### config.mk
export PLATFORM = sky130hd
export DESIGN_NAME = load_store_unit
export DESIGN_NICKNAME = d
export VERILOG_FILES = /design/src/rtl/load_store_unit_pkg.sv /design/src/rtl/load_store_unit_lane.sv /design/src/rtl/load_store_unit.sv
export SDC_FILE = /design/constraint.sdc
export NUM_CORES = 1
export LEC_CHECK = 0
export CORE_MARGIN = 3
export CORE_UTILIZATION = 35
export DETAILED_ROUTE_END_ITERATION = 10
export PLACE_DENSITY = 0.6
export SLEW_MARGIN = 20
export SYNTH_ARGS = -nofsm -noshare
export SYNTH_HDL_FRONTEND = slang
export SYNTH_SLANG_ARGS = --single-unit
### constraint.sdc
create_clock -name clk -period 7.5 [get_ports clk]
set_clock_uncertainty 0.05 [all_clocks]
set_input_delay 1.875 -clock clk [delete_from_list [all_inputs] [get_ports clk]]
set_output_delay 1.875 -clock clk [all_outputs]
set_load 0.02 [all_outputs]
### src/rtl/load_store_unit_pkg.sv
// Shared op codes, FSM encodings and alignment helpers for the load/store unit.
package load_store_unit_pkg;

    localparam int WORD_WIDTH = 32;

    typedef enum logic [2:0] {
        MEM_OP_LW  = 3'd0,
        MEM_OP_LH  = 3'd1,
        MEM_OP_LHU = 3'd2,
        MEM_OP_LB  = 3'd3,
        MEM_OP_LBU = 3'd4,
        MEM_OP_SW  = 3'd5,
        MEM_OP_SH  = 3'd6,
        MEM_OP_SB  = 3'd7
    } mem_op_e;

    typedef enum logic [1:0] {
        LSU_IDLE  = 2'd0,
        LSU_READ  = 2'd1,
        LSU_WRITE = 2'd2,
        LSU_RESP  = 2'd3
    } lsu_state_e;

    function automatic logic lsu_is_store(input mem_op_e op);
        return (op == MEM_OP_SW) || (op == MEM_OP_SH) || (op == MEM_OP_SB);
    endfunction

    function automatic logic lsu_aligned(input mem_op_e op, input logic [1:0] addr_lo);
        case (op)
            MEM_OP_LW, MEM_OP_SW:               return addr_lo == 2'b00;
            MEM_OP_LH, MEM_OP_LHU, MEM_OP_SH:   return addr_lo[0] == 1'b0;
            default:                            return 1'b1;
        endcase
    endfunction

endpackage

### src/rtl/load_store_unit_lane.sv
// Little-endian lane extract/extend for loads and lane merge for sub-word stores.
module lsu_lane
    import load_store_unit_pkg::*;
#(
    parameter int W = WORD_WIDTH
) (
    input  mem_op_e        i_op,
    input  logic [1:0]     i_addr_lo,
    input  logic [W-1:0]   i_word,
    input  logic [W-1:0]   i_wdata,
    output logic [W-1:0]   o_load_val,
    output logic [W-1:0]   o_merged_word
);

    logic [7:0]  w_byte;
    logic [15:0] w_half;

    always_comb begin
        w_byte = i_word[{i_addr_lo, 3'b000} +: 8];
        w_half = i_addr_lo[1] ? i_word[31:16] : i_word[15:0];

        case (i_op)
            MEM_OP_LW:  o_load_val = i_word;
            MEM_OP_LH:  o_load_val = {{(W-16){w_half[15]}}, w_half};
            MEM_OP_LHU: o_load_val = {{(W-16){1'b0}}, w_half};
            MEM_OP_LB:  o_load_val = {{(W-8){w_byte[7]}}, w_byte};
            MEM_OP_LBU: o_load_val = {{(W-8){1'b0}}, w_byte};
            default:    o_load_val = '0;
        endcase

        o_merged_word = i_word;
        case (i_op)
            MEM_OP_SW: o_merged_word = i_wdata;
            MEM_OP_SH: begin
                if (i_addr_lo[1]) o_merged_word[31:16] = i_wdata[15:0];
                else              o_merged_word[15:0]  = i_wdata[15:0];
            end
            MEM_OP_SB: o_merged_word[{i_addr_lo, 3'b000} +: 8] = i_wdata[7:0];
            default:   o_merged_word = i_word;
        endcase
    end

endmodule

### src/rtl/load_store_unit.sv
// CPU-side initiator for the word-only data memory: sub-word loads by lane
// extraction, sub-word stores by read-modify-write.
//
// state     | meaning
// ----------+--------------------------------------------------------
// LSU_IDLE  | ready; capture request and check alignment
// LSU_READ  | read_en; register load result or merged store word
// LSU_WRITE | write_en; memory commits the buffered word
// LSU_RESP  | resp_valid for one cycle, then back to idle
module load_store_unit
    import load_store_unit_pkg::*;
#(
    parameter int W    = WORD_WIDTH,
    parameter int OP_W = 3
) (
    input  logic            clk,
    input  logic            rst,
    input  logic            req_valid,
    output logic            req_ready,
    input  logic [OP_W-1:0] req_op,
    input  logic [W-1:0]    req_addr,
    input  logic [W-1:0]    req_wdata,
    output logic            resp_valid,
    output logic [W-1:0]    resp_rdata,
    output logic            resp_err,
    output logic            read_en,
    output logic [W-1:0]    read_addr,
    input  logic [W-1:0]    read_data,
    output logic            write_en,
    output logic [W-1:0]    write_addr,
    output logic [W-1:0]    write_data
);

    lsu_state_e   r_state;
    mem_op_e      r_op;
    logic [W-1:0] r_addr;
    logic [W-1:0] r_wdata;
    logic [W-1:0] r_wbuf;

    mem_op_e      w_req_op;
    logic [W-1:0] w_load_val;
    logic [W-1:0] w_merged;

    assign w_req_op = mem_op_e'(req_op);

    lsu_lane #(.W(W)) u_lane (
        .i_op          (r_op),
        .i_addr_lo     (r_addr[1:0]),
        .i_word        (read_data),
        .i_wdata       (r_wdata),
        .o_load_val    (w_load_val),
        .o_merged_word (w_merged)
    );

    // Gating with rst keeps a reset asserted mid-WRITE from committing the store.
    assign req_ready  = (r_state == LSU_IDLE);
    assign read_en    = (r_state == LSU_READ) && rst;
    assign write_en   = (r_state == LSU_WRITE) && rst;
    assign read_addr  = {r_addr[W-1:2], 2'b00};
    assign write_addr = {r_addr[W-1:2], 2'b00};
    assign write_data = r_wbuf;

    always_ff @(posedge clk) begin
        if (!rst) begin
            r_state    <= LSU_IDLE;
            r_op       <= MEM_OP_LW;
            r_addr     <= '0;
            r_wdata    <= '0;
            r_wbuf     <= '0;
            resp_valid <= 1'b0;
            resp_rdata <= '0;
            resp_err   <= 1'b0;
        end else begin
            resp_valid <= 1'b0;
            case (r_state)
                LSU_IDLE: begin
                    if (req_valid) begin
                        r_op    <= w_req_op;
                        r_addr  <= req_addr;
                        r_wdata <= req_wdata;
                        r_wbuf  <= req_wdata;
                        if (!lsu_aligned(w_req_op, req_addr[1:0])) begin
                            resp_valid <= 1'b1;
                            resp_rdata <= '0;
                            resp_err   <= 1'b1;
                            r_state    <= LSU_RESP;
                        end else if (w_req_op == MEM_OP_SW) begin
                            r_state <= LSU_WRITE;
                        end else begin
                            r_state <= LSU_READ;
                        end
                    end
                end
                LSU_READ: begin
                    if (lsu_is_store(r_op)) begin
                        r_wbuf  <= w_merged;
                        r_state <= LSU_WRITE;
                    end else begin
                        resp_valid <= 1'b1;
                        resp_rdata <= w_load_val;
                        resp_err   <= 1'b0;
                        r_state    <= LSU_RESP;
                    end
                end
                LSU_WRITE: begin
                    resp_valid <= 1'b1;
                    resp_rdata <= '0;
                    resp_err   <= 1'b0;
                    r_state    <= LSU_RESP;
                end
                default: begin
                    r_state <= LSU_IDLE;
                end
            endcase
        end
    end

endmodule

# Word level (Yosys, flattened, before mapping)
# Index checks and enable logic that the tools add are counted.
dict set report word_totals {
  wordCells 75
  memories 0
  ff_bits 135
  mem_bits_ro 0
  mem_bits_rw 0
  latch_bits 0
  out_inout_bits 133
}
dict set report op_classes {
  n_shift 3
  n_bitwise 1
  div 0
  n_lt_le_gt_ge 0
  eq_ne 17
  n_reduce_logical 15
  muxes 30
  n_addsub 1
  n_mul 0
}
# cell count
set ops {}
lappend ops {{case mux 32 bit (3 select lines)} 2}
lappend ops {{2-to-1 mux 32 bit} 5}
lappend ops {{case mux 32 bit (5 select lines)} 1}
lappend ops {{case mux 32 bit (2 select lines)} 1}
lappend ops {{2-to-1 mux 16 bit} 3}
lappend ops {{bitwise mux 32 bit} 1}
lappend ops {{variable shift 8 x 7 -> 32 bit (first input constant)} 1}
lappend ops {{indexed part select 32 x 6 -> 8 bit} 1}
lappend ops {{indexed part select 8 x 7 -> 32 bit} 1}
lappend ops {{equality test 3 bit (second input constant)} 6}
lappend ops {{2-to-1 mux 1 bit} 10}
lappend ops {{equality test 3 x 2 -> 1 bit (second input constant)} 3}
lappend ops {{negation 5 -> 7 bit} 1}
lappend ops {{equality test 3 x 1 -> 1 bit (second input constant)} 2}
lappend ops {{logical NOT 3 bit} 2}
lappend ops {{2-to-1 mux 2 bit} 3}
lappend ops {{inequality test 2 bit (second input constant)} 3}
lappend ops {{case mux 1 bit (3 select lines)} 2}
lappend ops {{case mux 2 bit (3 select lines)} 1}
lappend ops {{logical NOT 2 bit} 2}
lappend ops {{AND reduction 4 bit} 1}
lappend ops {{AND reduction 3 bit} 1}
lappend ops {{nonzero test 3 bit} 1}
lappend ops {{OR reduction 3 bit} 1}
lappend ops {{other kinds (10)} 12}

# Depth between registers and ports, before layout
dict set report depth {
  word_depth 9
  mapped_depth 10
}

# Hierarchy
# Synthesis repeated with hierarchy kept, for this count alone.
dict set report unflattened {
  hier_cells 891
  area_unflattened_um2 7624.8
}
# module n_inst area_each_um2 cells_per_inst seq_area_each_um2
set modules_own_cells {}
lappend modules_own_cells {load_store_unit 1 6098.3 686 2702.6}
lappend modules_own_cells {lsu_lane 1 1526.5 205 0.0}

# Worst setup path before layout
# No wires, ideal clock.
dict set report synth_timing {
  path_kind {in2out}
  start {input rst}
  end {output write_en}
  cell_stages 3
  slack_ns 2.994
  t_required_ns 5.575
  arrival_time_ns 2.581
  path_buffers 2
  path_cell_list {clkbuf_1 > clkbuf_1 > and2_1}
}
dict set report synth_between {
  elab_chain_cells 1
}
# item line
set synth_rtl {}
lappend synth_rtl {{start: declaration} load_store_unit.sv:17} ;# input logic rst,
lappend synth_rtl {{logical AND 1 bit} load_store_unit.sv:58} ;# assign write_en = (r_state == LSU_WRITE) && rst;
lappend synth_rtl {{end: declaration} load_store_unit.sv:29} ;# output logic write_en,
# Every way passes these cells.

# Worst setup path in the final report
dict set report layout_timing {
  start {input rst}
  end {output read_en}
}
dict set report layout_between {
  elab_chain_cells 1
}
# item line
set layout_rtl {}
lappend layout_rtl {{logical AND 1 bit} load_store_unit.sv:57} ;# assign read_en = (r_state == LSU_READ) && rst;
lappend layout_rtl {{end: declaration} load_store_unit.sv:26} ;# output logic read_en,
# Every way passes these cells.

==> impl_metrics.json <==
{
  "cts_buffer_depth": 2,
  "reg2reg_from": "r_state[1]$_SDFFE_PN0N_",
  "min_to": "r_wdata[26]$_SDFFE_PN0P_",
  "gp_congestion": 0.902,
  "die-width_um": 146,
  "async_reset_ff_frac": 0,
  "synth_top_area_frac": 0.396,
  "rsz0062_at_grt": "false",
  "worstHoldStart": "r_wdata[26]$_SDFFE_PN0P_",
  "p_int_uw": 2020,
  "avgSynthCellArea_um2": 8.08,
  "htreeDepth": 4,
  "hold_viol_final": 0,
  "vdd_drop_max_v": 0.000138,
  "pwr-share-seq": 0.308,
  "diodes": 0,
  "r2r-end": "resp_rdata[0]$_SDFFE_PN0P_",
  "leakage_uw": 0.00349,
  "clk_pin_slew_ns": 0.06,
  "syn2layout_area_growth_pct": 39.4,
  "rr_worst_depth": 8,
  "cts_hold_buf": 0,
  "start_util": 0.360,
  "cts_buffers": 17,
  "grt_remaining_overflow": 0,
  "row_count": 50,
  "grt_max_degree": 44,
  "ys.flop_type": "dfxtp_1",
  "cts_resized": 0,
  "drt_wl_total_mm": 24.0,
  "first_global_vias": 6367,
  "fin_crit_ns": 5.43,
  "synthTopCellsByCount": "nand2_1 (188), dfxtp_1 (135), a21oi_1 (129)",
  "yosys-top-cells-area": "dfxtp_1 (40%), nand2_1 (10%), a21oi_1 (9.5%)",
  "drive_above_1_share": 0.0613,
  "drc": 0,
  "maxCapViolCount": 0,
  "hpwlAfterDp_mm": 17.0,
  "clock_sinks": 135,
  "criticalPathCategory": "in2out",
  "cts_tree": "built",
  "root_buffer": "clkbuf_16",
  "path_max_fanout": 20,
  "cp-start-kind": "input pin",
  "placedCellCount": 1223,
  "numPortBuffers": 230,
  "antenna_found_initial": 0,
  "regArea_um2": 2700,
  "combPwrFrac": 0.392,
  "cp-end-kind": "output port",
  "status": "complete, no violations",
  "core-area_um2": 19000,
  "pwr-share-clk": 0.300,
  "p_switching_uw": 1200,
  "fillers": 1855,
  "r2r_setup_slack_ns": 3.97,
  "grt_pass1_wl_mm": 36.5,
  "worstMarginPinSlew_ns": 0.963,
  "timing.fmax_mhz": 184,
  "dr.pass1.iters": 6,
  "min_period_over_period": 0.723,
  "synth_area_leader_cell": "dfxtp_1",
  "worstPathRequired_ns": 5.58,
  "dieArea_um2": 21200,
  "clk_latency_ns": 0.43,
  "cp.arrival_ns": 3.50,
  "setup_violations": 0,
  "die_h_um": 146,
  "seq_area_frac_synth": 0.396,
  "yosys_warnings": 0,
  "slew_viol_final": 0,
  "syn_area_um2": 6820,
  "multi_input_area_um2": 3400,
  "hp-class": "reg2reg",
  "ios": 235,
  "final_cells": 1255,
  "synth_edf_count": 0,
  "finalSetupTns_ns": 0,
  "nets": 1093,
  "routed-via-count": 6700,
  "ys_types": 51,
  "max-slew-margin-rel": 0.353,
  "drt-wirelength-per-cell_um": 19.1,
  "syn_inst": 844,
  "power_density_nw_per_um2": 338,
  "grt_usage": 0.217,
  "holdWs_ns": 0.407,
  "ys_ff_latch": 135,
  "post_cts_buffers": 0,
  "min_path_cells": 2,
  "synth.most_common_cell": "nand2_1",
  "switching_share": 0.372,
  "vias_per_cell": 5.34,
  "ant_nets": 0,
  "drtIter0Drc": 522
}
[final cells by class]
cell class,instances,share of cell area
Sequential cell,135,0.284
Clock inverter,12,0.0236
Tap cell,260,0.0342
Multi-Input combinational cell,579,0.358
Clock buffer,20,0.0470
Timing Repair Buffer,239,0.249
Inverter,10,0.00395
[cells in the final DEF, fill, tap and decap left out, drive strengths merged, types with 3 or more instances in the layout]
cell	synthesis	final
conb	1	4
o221ai	7	7
bufinv	0	6
clkbuf	41	20
dfxtp	135	135
ha	9	9
a32oi	8	8
and3	10	10
buf	82	9
o21ai	40	40
nand2	188	188
o211ai	3	3
o221a	7	7
nor3	5	5
o21a	6	6
inv	10	10
a222oi	7	7
and2	3	3
mux2i	15	15
clkinv	0	5
nor2	13	13
a22oi	7	7
a21oi	129	129
o22ai	7	7
a221o	10	10
nor3b	5	5
a211o	3	3
a211oi	5	5
o2bb2ai	15	15
a21o	9	9
clkdlybuf4s50	0	230
a221oi	8	8
a22o	18	18
nor2b	19	19
[routing by layer]
layer  routed length [um]  vias up  part of all wire  track usage
met2                11000      306              0.46        0.348
met3                 1780       30             0.074       0.0517
met5                    0        -                 0            0
li1                     -     3229                 -            -
met1                10700     3135              0.44        0.288
met4                  540        0             0.022       0.0698
[power groups by stage]
stage	combinational, uW	clock, uW	sequential [uW]
after CTS	1270	974	989
after global routing	1370	1010	1010
after floorplan	750	0	1050
after detailed placement	1260	0	1000
after global placement	1250	0	1000
final	1260	964	992
[worst max-delay path: stages]
cell,delay (ns)
clkdlybuf4s50_1,0.46
buf_4,0.23
nand2_1,0.17
inv_1,0.15
clkdlybuf4s50_1,0.62
[worst max-delay path by stage]
stage,slack [ns],startpoint,endpoint,cells after the start
finish,2.07,rst,read_en,5
global route,1.97,rst,read_en,5
CTS,2.05,rst,read_en,5
detailed placement,2.05,rst,read_en,5
global placement,2.06,rst,read_en,5
floorplan,2.99,rst,write_en,3
[sequential cells by signal, indices dropped and copies added, names as in the netlist]
register    cells
r_state         2
resp_err        1
r_op            3
resp_rdata     32
r_addr         32
resp_valid      1
r_wdata        32
write_data     32
[per-stage QoR]
step | util | power, uW | setup slack, ns | instance area (um^2)
after floorplan | - | 1800 | 2.99 | 6830
after global placement | 0.466 | 2250 | 2.06 | 8830
after detailed placement | 0.466 | 2260 | 2.05 | 8830
after CTS | 0.501 | 3230 | 2.05 | 9500
after global routing | 0.502 | 3380 | 1.97 | 9510
final | 0.502 | 3220 | 2.07 | 9510
[cell families (layout without fill, tap and decap cells)]
family          after synthesis  count (layout)  synth area share
fa+ha+maj                     9               9            0.0165
compound gates              296             296             0.284
buf+inv                     133             281             0.111
other cells                   1               4          0.000550
simple gates                252             252             0.163
mux                          18              18            0.0286
flops                       135             135             0.396
(Power assumes the default switching activity.)
